**src/rtl/rv32i_pkg.sv**
```systemverilog
// Shared rv32i types: ALU operation encoding and the decode-to-execute bundle layout.
package rv32i_pkg;

  localparam int DPW_DEF = 32;
  localparam int ADW_DEF = 5;

  typedef enum logic [3:0] {
    ALU_ADD  = 4'd0,
    ALU_SUB  = 4'd1,
    ALU_AND  = 4'd2,
    ALU_OR   = 4'd3,
    ALU_XOR  = 4'd4,
    ALU_SLT  = 4'd5,
    ALU_SLL  = 4'd6,
    ALU_SRL  = 4'd7,
    ALU_SRA  = 4'd8
  } alu_op_t;

  // Default-width layout; id_ex_pipe rebuilds the same layout at its own DPW/ADW.
  typedef struct packed {
    logic                 resultsrc;
    logic                 memwrite;
    logic                 alusrc;
    logic                 regwrite;
    alu_op_t              alu_ctrl;
    logic [DPW_DEF-1:0]   rd1;
    logic [DPW_DEF-1:0]   rd2;
    logic [DPW_DEF-1:0]   immext;
    logic [DPW_DEF-1:0]   pc;
    logic [ADW_DEF-1:0]   rs1;
    logic [ADW_DEF-1:0]   rs2;
    logic [ADW_DEF-1:0]   rd;
  } id_ex_bundle_t;

endpackage

```
**src/rtl/pipe_skid_buf.sv**
```systemverilog
// Generic valid/ready pipeline register with an optional second (skid) entry and flush.
// Handshake: a transfer happens on a side in any cycle where its valid and ready are both 1.
module pipe_skid_buf #(
  parameter type T    = logic,
  parameter int  SKID = 1
) (
  input  logic clk_i,
  input  logic rst_i,
  input  logic flush_i,
  input  logic in_valid_i,
  input  logic in_block_i,
  input  T     in_data_i,
  output logic in_ready_o,
  output logic out_valid_o,
  input  logic out_ready_i,
  output T     out_data_o,
  output logic young_valid_o,
  output T     young_data_o
);

  logic main_v_q, main_v_d, skid_v_q, skid_v_d;
  T     main_q, main_d, skid_q, skid_d;
  logic out_fire, in_fire, space;

  always_comb begin
    out_fire = main_v_q & out_ready_i;
    if (SKID != 0) space = !skid_v_q;
    else           space = !main_v_q | out_ready_i;
    in_ready_o = !rst_i & !flush_i & !in_block_i & space;
    in_fire    = in_valid_i & in_ready_o;

    main_v_d = main_v_q;
    main_d   = main_q;
    skid_v_d = skid_v_q;
    skid_d   = skid_q;
    if (flush_i) begin
      main_v_d = 1'b0;
      skid_v_d = 1'b0;
    end else if (!main_v_q || out_fire) begin
      // Main slot frees up: the older skid entry takes precedence over new input.
      if (skid_v_q) begin
        main_v_d = 1'b1;
        main_d   = skid_q;
        skid_v_d = in_fire;
        if (in_fire) skid_d = in_data_i;
      end else begin
        main_v_d = in_fire;
        if (in_fire) main_d = in_data_i;
      end
    end else if (in_fire) begin
      skid_v_d = 1'b1;
      skid_d   = in_data_i;
    end
  end

  always_ff @(posedge clk_i) begin
    if (rst_i) begin
      main_v_q <= 1'b0;
      skid_v_q <= 1'b0;
      main_q   <= '0;
      skid_q   <= '0;
    end else begin
      main_v_q <= main_v_d;
      skid_v_q <= skid_v_d;
      main_q   <= main_d;
      skid_q   <= skid_d;
    end
  end

  assign out_valid_o   = main_v_q;
  assign out_data_o    = main_q;
  assign young_valid_o = main_v_q | skid_v_q;
  assign young_data_o  = skid_v_q ? skid_q : main_q;

endmodule

```
**src/rtl/id_ex_pipe.sv**
```systemverilog
// ID/EX pipeline register: valid/ready handshake, optional skid entry, flush,
// load-use hazard stall with bubble insertion and a saturating stall counter.
module id_ex_pipe
  import rv32i_pkg::*;
#(
  parameter int DPW  = 32,
  parameter int ADW  = 5,
  parameter int SKID = 1,
  parameter int CNTW = 16
) (
  input  logic            clk,
  input  logic            rst,
  input  logic            in_valid,
  output logic            in_ready,
  input  logic            flush,
  input  logic            resultsrcD,
  input  logic            memwriteD,
  input  logic            alusrcD,
  input  logic            regwriteD,
  input  alu_op_t         alu_ctrlD,
  input  logic [DPW-1:0]  rd1D,
  input  logic [DPW-1:0]  rd2D,
  input  logic [DPW-1:0]  immextD,
  input  logic [DPW-1:0]  pcD,
  input  logic [ADW-1:0]  Rs1D,
  input  logic [ADW-1:0]  Rs2D,
  input  logic [ADW-1:0]  RdD,
  output logic            out_valid,
  input  logic            out_ready,
  output logic            resultsrcE,
  output logic            memwriteE,
  output logic            alusrcE,
  output logic            regwriteE,
  output alu_op_t         alu_ctrlE,
  output logic [DPW-1:0]  srcA,
  output logic [DPW-1:0]  Rd2E,
  output logic [DPW-1:0]  immextE,
  output logic [DPW-1:0]  pcE,
  output logic [ADW-1:0]  Rs1E,
  output logic [ADW-1:0]  Rs2E,
  output logic [ADW-1:0]  RdE,
  output logic [CNTW-1:0] stall_cnt
);

  typedef struct packed {
    logic           resultsrc;
    logic           memwrite;
    logic           alusrc;
    logic           regwrite;
    alu_op_t        alu_ctrl;
    logic [DPW-1:0] rd1;
    logic [DPW-1:0] rd2;
    logic [DPW-1:0] immext;
    logic [DPW-1:0] pc;
    logic [ADW-1:0] rs1;
    logic [ADW-1:0] rs2;
    logic [ADW-1:0] rd;
  } bundle_t;

  bundle_t         d_bus, e_bus, y_bus;
  logic            y_valid, hazard, buf_valid;
  logic [CNTW-1:0] stall_cnt_q, stall_cnt_d;

  always_comb begin
    d_bus = '{resultsrc: resultsrcD, memwrite: memwriteD, alusrc: alusrcD,
              regwrite: regwriteD, alu_ctrl: alu_ctrlD, rd1: rd1D, rd2: rd2D,
              immext: immextD, pc: pcD, rs1: Rs1D, rs2: Rs2D, rd: RdD};
  end

  // Only the youngest held entry can still be a load the incoming bundle depends on.
  always_comb begin
    hazard = in_valid & y_valid & y_bus.resultsrc & y_bus.regwrite &
             (y_bus.rd != '0) & ((y_bus.rd == Rs1D) | (y_bus.rd == Rs2D));
  end

  pipe_skid_buf #(
    .T    (bundle_t),
    .SKID (SKID)
  ) u_buf (
    .clk_i         (clk),
    .rst_i         (rst),
    .flush_i       (flush),
    .in_valid_i    (in_valid),
    .in_block_i    (hazard),
    .in_data_i     (d_bus),
    .in_ready_o    (in_ready),
    .out_valid_o   (buf_valid),
    .out_ready_i   (out_ready),
    .out_data_o    (e_bus),
    .young_valid_o (y_valid),
    .young_data_o  (y_bus)
  );

  always_comb begin
    stall_cnt_d = stall_cnt_q;
    if (hazard && (stall_cnt_q != '1)) stall_cnt_d = stall_cnt_q + CNTW'(1);
  end

  always_ff @(posedge clk) begin
    if (rst) stall_cnt_q <= '0;
    else     stall_cnt_q <= stall_cnt_d;
  end

  // Side-effecting controls are forced low on bubbles so stale contents never commit.
  assign out_valid  = buf_valid;
  assign memwriteE  = e_bus.memwrite & buf_valid;
  assign regwriteE  = e_bus.regwrite & buf_valid;
  assign resultsrcE = e_bus.resultsrc;
  assign alusrcE    = e_bus.alusrc;
  assign alu_ctrlE  = e_bus.alu_ctrl;
  assign srcA       = e_bus.rd1;
  assign Rd2E       = e_bus.rd2;
  assign immextE    = e_bus.immext;
  assign pcE        = e_bus.pc;
  assign Rs1E       = e_bus.rs1;
  assign Rs2E       = e_bus.rs2;
  assign RdE        = e_bus.rd;
  assign stall_cnt  = stall_cnt_q;

endmodule

```
**config.mk**
```make
export PLATFORM = sky130hd
export DESIGN_NAME = id_ex_pipe
export DESIGN_NICKNAME = d
export VERILOG_FILES = /design/src/rtl/rv32i_pkg.sv /design/src/rtl/pipe_skid_buf.sv /design/src/rtl/id_ex_pipe.sv
export SDC_FILE = /design/constraint.sdc
export NUM_CORES = 1
export LEC_CHECK = 0
export ABC_AREA = 0
export CORE_MARGIN = 3
export CORE_UTILIZATION = 47
export DETAILED_ROUTE_END_ITERATION = 10
export PLACE_DENSITY = 0.74
export SKIP_LAST_GASP = 1
export SYNTH_ARGS = -nofsm -noshare
export SYNTH_HDL_FRONTEND = slang
export SYNTH_SLANG_ARGS = --single-unit
```
**constraint.sdc**
```tcl
create_clock -name clk -period 2.58 [get_ports clk]
set_input_delay 0.516 -clock clk [delete_from_list [all_inputs] [get_ports clk]]
set_output_delay 0.516 -clock clk [all_outputs]
set_load 0.02 [all_outputs]
```
==> flow_metrics.env <==
export IMPL_final_hold_viol_count=0
export IMPL_clk_pin_slew_worst_paths_ps=60
export IMPL_post_route_cells_drive_above_1_share=0.101
export IMPL_fmax_mhz=347
export IMPL_synthArstFlopShare=0
export IMPL_final_cycle_share=1.12
export IMPL_largest_net_degree_at_the_start_of_global_routing=187
export IMPL_final_max_slew_viol_count=0
export IMPL_number_of_buffers_on_the_longest_clock_path=3
export IMPL_via_per_instance_ratio=5.85
export IMPL_setup_violations_final=318
export IMPL_cp_max_fanout=5
export IMPL_initial_utilization=0.481
export IMPL_netlist_area_leader_share=0.407
export IMPL_synth_edf_count=0
export IMPL_synthCells=1835
export IMPL_drt_wirelength_per_cell_um=21.5
export IMPL_synth_seq_area_share=0.407
export IMPL_remaining_drc_errors=0
export IMPL_grt_setup_unrepaired="yes"
export IMPL_chipWidth_um=189
export IMPL_power_density_cell_area_nw_per_um2=570
export IMPL_detail_route_antenna_nets=0
export IMPL_worstSetupStartpointType="flop"
export IMPL_report_power_total_mw=11.8
export IMPL_syn_nets=1992
export IMPL_final_cells=2440
export IMPL_synth_most_common_cell="dfxtp_1"
export IMPL_yosys_warnings=0
export IMPL_pin_count=325
export IMPL_finalNetCount=2132
export IMPL_place_hpwl_um=29300
export IMPL_initial_antenna_violation_count=5
export IMPL_floorplan_core_area_sq_um=32800
export IMPL_setup_tns_final_ps=-54530
export IMPL_clock_buffers_created_by_tritoncts=36
export IMPL_port_buffers=324
export IMPL_placed_cells_incl_taps=2328
export IMPL_yosys_most_used_dff="dfxtp_1"
export IMPL_post_route_cell_area_sq_um=20700
export IMPL_placement_cell_area_sq_um=18500
export IMPL_final_critical_path_setup_slack_ps=-304
export IMPL_failing_checks="setup timing"
export IMPL_core_rowCount=66
export IMPL_die_height_um=189
export IMPL_die_area_sq_um=35800
export IMPL_clockRootBuffer="clkbuf_16"
export IMPL_netlist_area_sq_um=15800
export IMPL_vias=14300
export IMPL_slew_headroom=0.267
export IMPL_max_vdd_ir_drop_v=0.000414
export IMPL_outcome="complete, but fails checks"
export IMPL_syn2layout_area_growth_pct=31.4
export IMPL_standby_leakage_power_nw=7.13
export IMPL_hold_path_class="reg2reg"
export IMPL_globalplace_congestion=0.842
export IMPL_synth_largest_area_cell="dfxtp_1"
export IMPL_ff_latch_count_synth=320
export IMPL_cp_arrival_ps=2370
export IMPL_initialDrtViolationCount=1097
export IMPL_synthesis_area_per_instance_sq_um=8.59
export IMPL_final_period_minus_worst_setup_slack_ps=2880
export IMPL_worst_slew_pin_transition_ps=1100
export IMPL_r2r_start="u_buf.skid_v_q"
export IMPL_tritoncts="done"
export IMPL_grt_pass1_wl_um=74800
export IMPL_synth_top_cells_by_area="dfxtp_1, a21oi_1, mux2i_1, buf_4, a211oi_1"
export IMPL_crit_path_start="u_buf.skid_v_q"
export IMPL_detail_route_wirelength_um=52400
export IMPL_synth_top_cells_by_count="dfxtp_1, a21oi_1, nand3_1"
export IMPL_globalRouteTotalUtil=0.251
export IMPL_drt_pre_antenna_iters=5
export IMPL_worst_skew_pair_late_latency_ps=500
export IMPL_hold_ws_ps=470
export IMPL_ctsHtreeMaxLevel=2
export IMPL_drv_max_cap_violation_count=0
export IMPL_timing_worst_setup_path_type="reg2out"
export IMPL_cts_sink_count=320
export IMPL_first_global_vias=13700
export IMPL_cp_required_ps=2060
export IMPL_yosys_cell_types_count=42
export IMPL_hold_path_startpoint="u_buf.skid_q[25]"
export IMPL_timing_clock_skew_ps=15.5
export IMPL_grt_ovfl_total=0
export IMPL_crit_path_end_kind="output pin"
-- worst paths after layout --
path | slack, ps | cells after the start | end
setup / recovery | -300 | 8 | in_ready
hold / removal | 470 | 2 | u_buf.skid_q[25]
setup reg to reg | -300 | 14 | u_buf.skid_q[97]
hold reg to reg | 470 | 2 | u_buf.skid_q[25]
-- per-stage QoR --
step	setup WS, ps	util
6_report	-304	0.631
5_1_grt	-360	0.631
4_1_cts	-464	0.607
3_5_place_dp	-201	0.564
3_3_place_gp	-150	0.564
2_1_floorplan	27.2	-
-- layout by cell type, fill, tap and decap left out, drive strengths merged, types with 2 or more instances in the layout --
master / instances
clkdlybuf4s50: 322
dfxtp: 320
a21oi: 316
nand3: 161
o21ai: 157
mux2i: 156
nand2b: 152
a211oi: 152
buf: 101
clkbuf: 68
nand2: 10
xor2: 10
or4: 9
o31ai: 8
clkinv: 6
nor4: 6
nor2: 5
nand4: 5
or3: 4
diode: 3
nand3b: 3
inv: 3
nor3: 3
and2: 3
and3: 2
-- flip-flops by register name, summed over array words and instances, names as in the netlist --
name               count
u_buf.skid_v_q         1
u_buf.out_data_o     151
stall_cnt             16
u_buf.out_valid_o      1
u_buf.skid_q         151
-- metal layers --
layer / GRT usage / up-vias / share of wire
li1: - / 6722 / -
met1: 0.322 / 6781 / 0.40
met2: 0.423 / 642 / 0.47
met3: 0.0528 / 123 / 0.088
met4: 0.0842 / 2 / 0.043
met5: 0 / - / 0.00015
-- area by class of cell --
| type | count | area (sq um) |
|---|---|---|
| antenna | 3 | 7.51 |
| clock buffer | 52 | 1080 |
| clock inverter | 6 | 30.0 |
| fill | 2707 | 12100 |
| inverter | 3 | 11.3 |
| multi-input combinational | 1175 | 7620 |
| sequential | 320 | 6420 |
| tap | 442 | 553 |
| timing repair buffer | 439 | 4980 |
-- worst max-delay path, cell delays in order (launching register included) --
cell and delay, ps:
dfxtp_4 370, buf_4 130, buf_12 120, mux2i_2 320, xor2_1 250, nand3_2 190, o22ai_4 260, nor4_4 70
buf_6 150
-- power by group --
part | total (mW) | internal [mW] | switching, mW
clock | 4.90 | 2.89 | 2.00
combinational | 1.74 | 0.850 | 0.890
sequential | 5.16 | 5.08 | 0.0775
-- logic make-up (layout without fill, tap and decap cells) --
kind of cell	count (synthesis)	after routing	synth area share
compound gates	642	642	0.233
xor+xnor	10	10	0.00556
fa+ha+maj	1	1	0.000794
buf+inv	340	500	0.123
flops	320	320	0.407
mux	157	157	0.0998
other cells	0	3	0
simple gates	365	365	0.132
-- what timing repair did --
action / CTS / global route
gates cloned: 3 / 25
resized for setup: 17 / 45
buffers inserted: 11 / 13
pin swaps: 4 / 75
setup endpoints to repair: 50 / 318
hold buffers: 0 / 0
(Power assumes the default switching activity.)
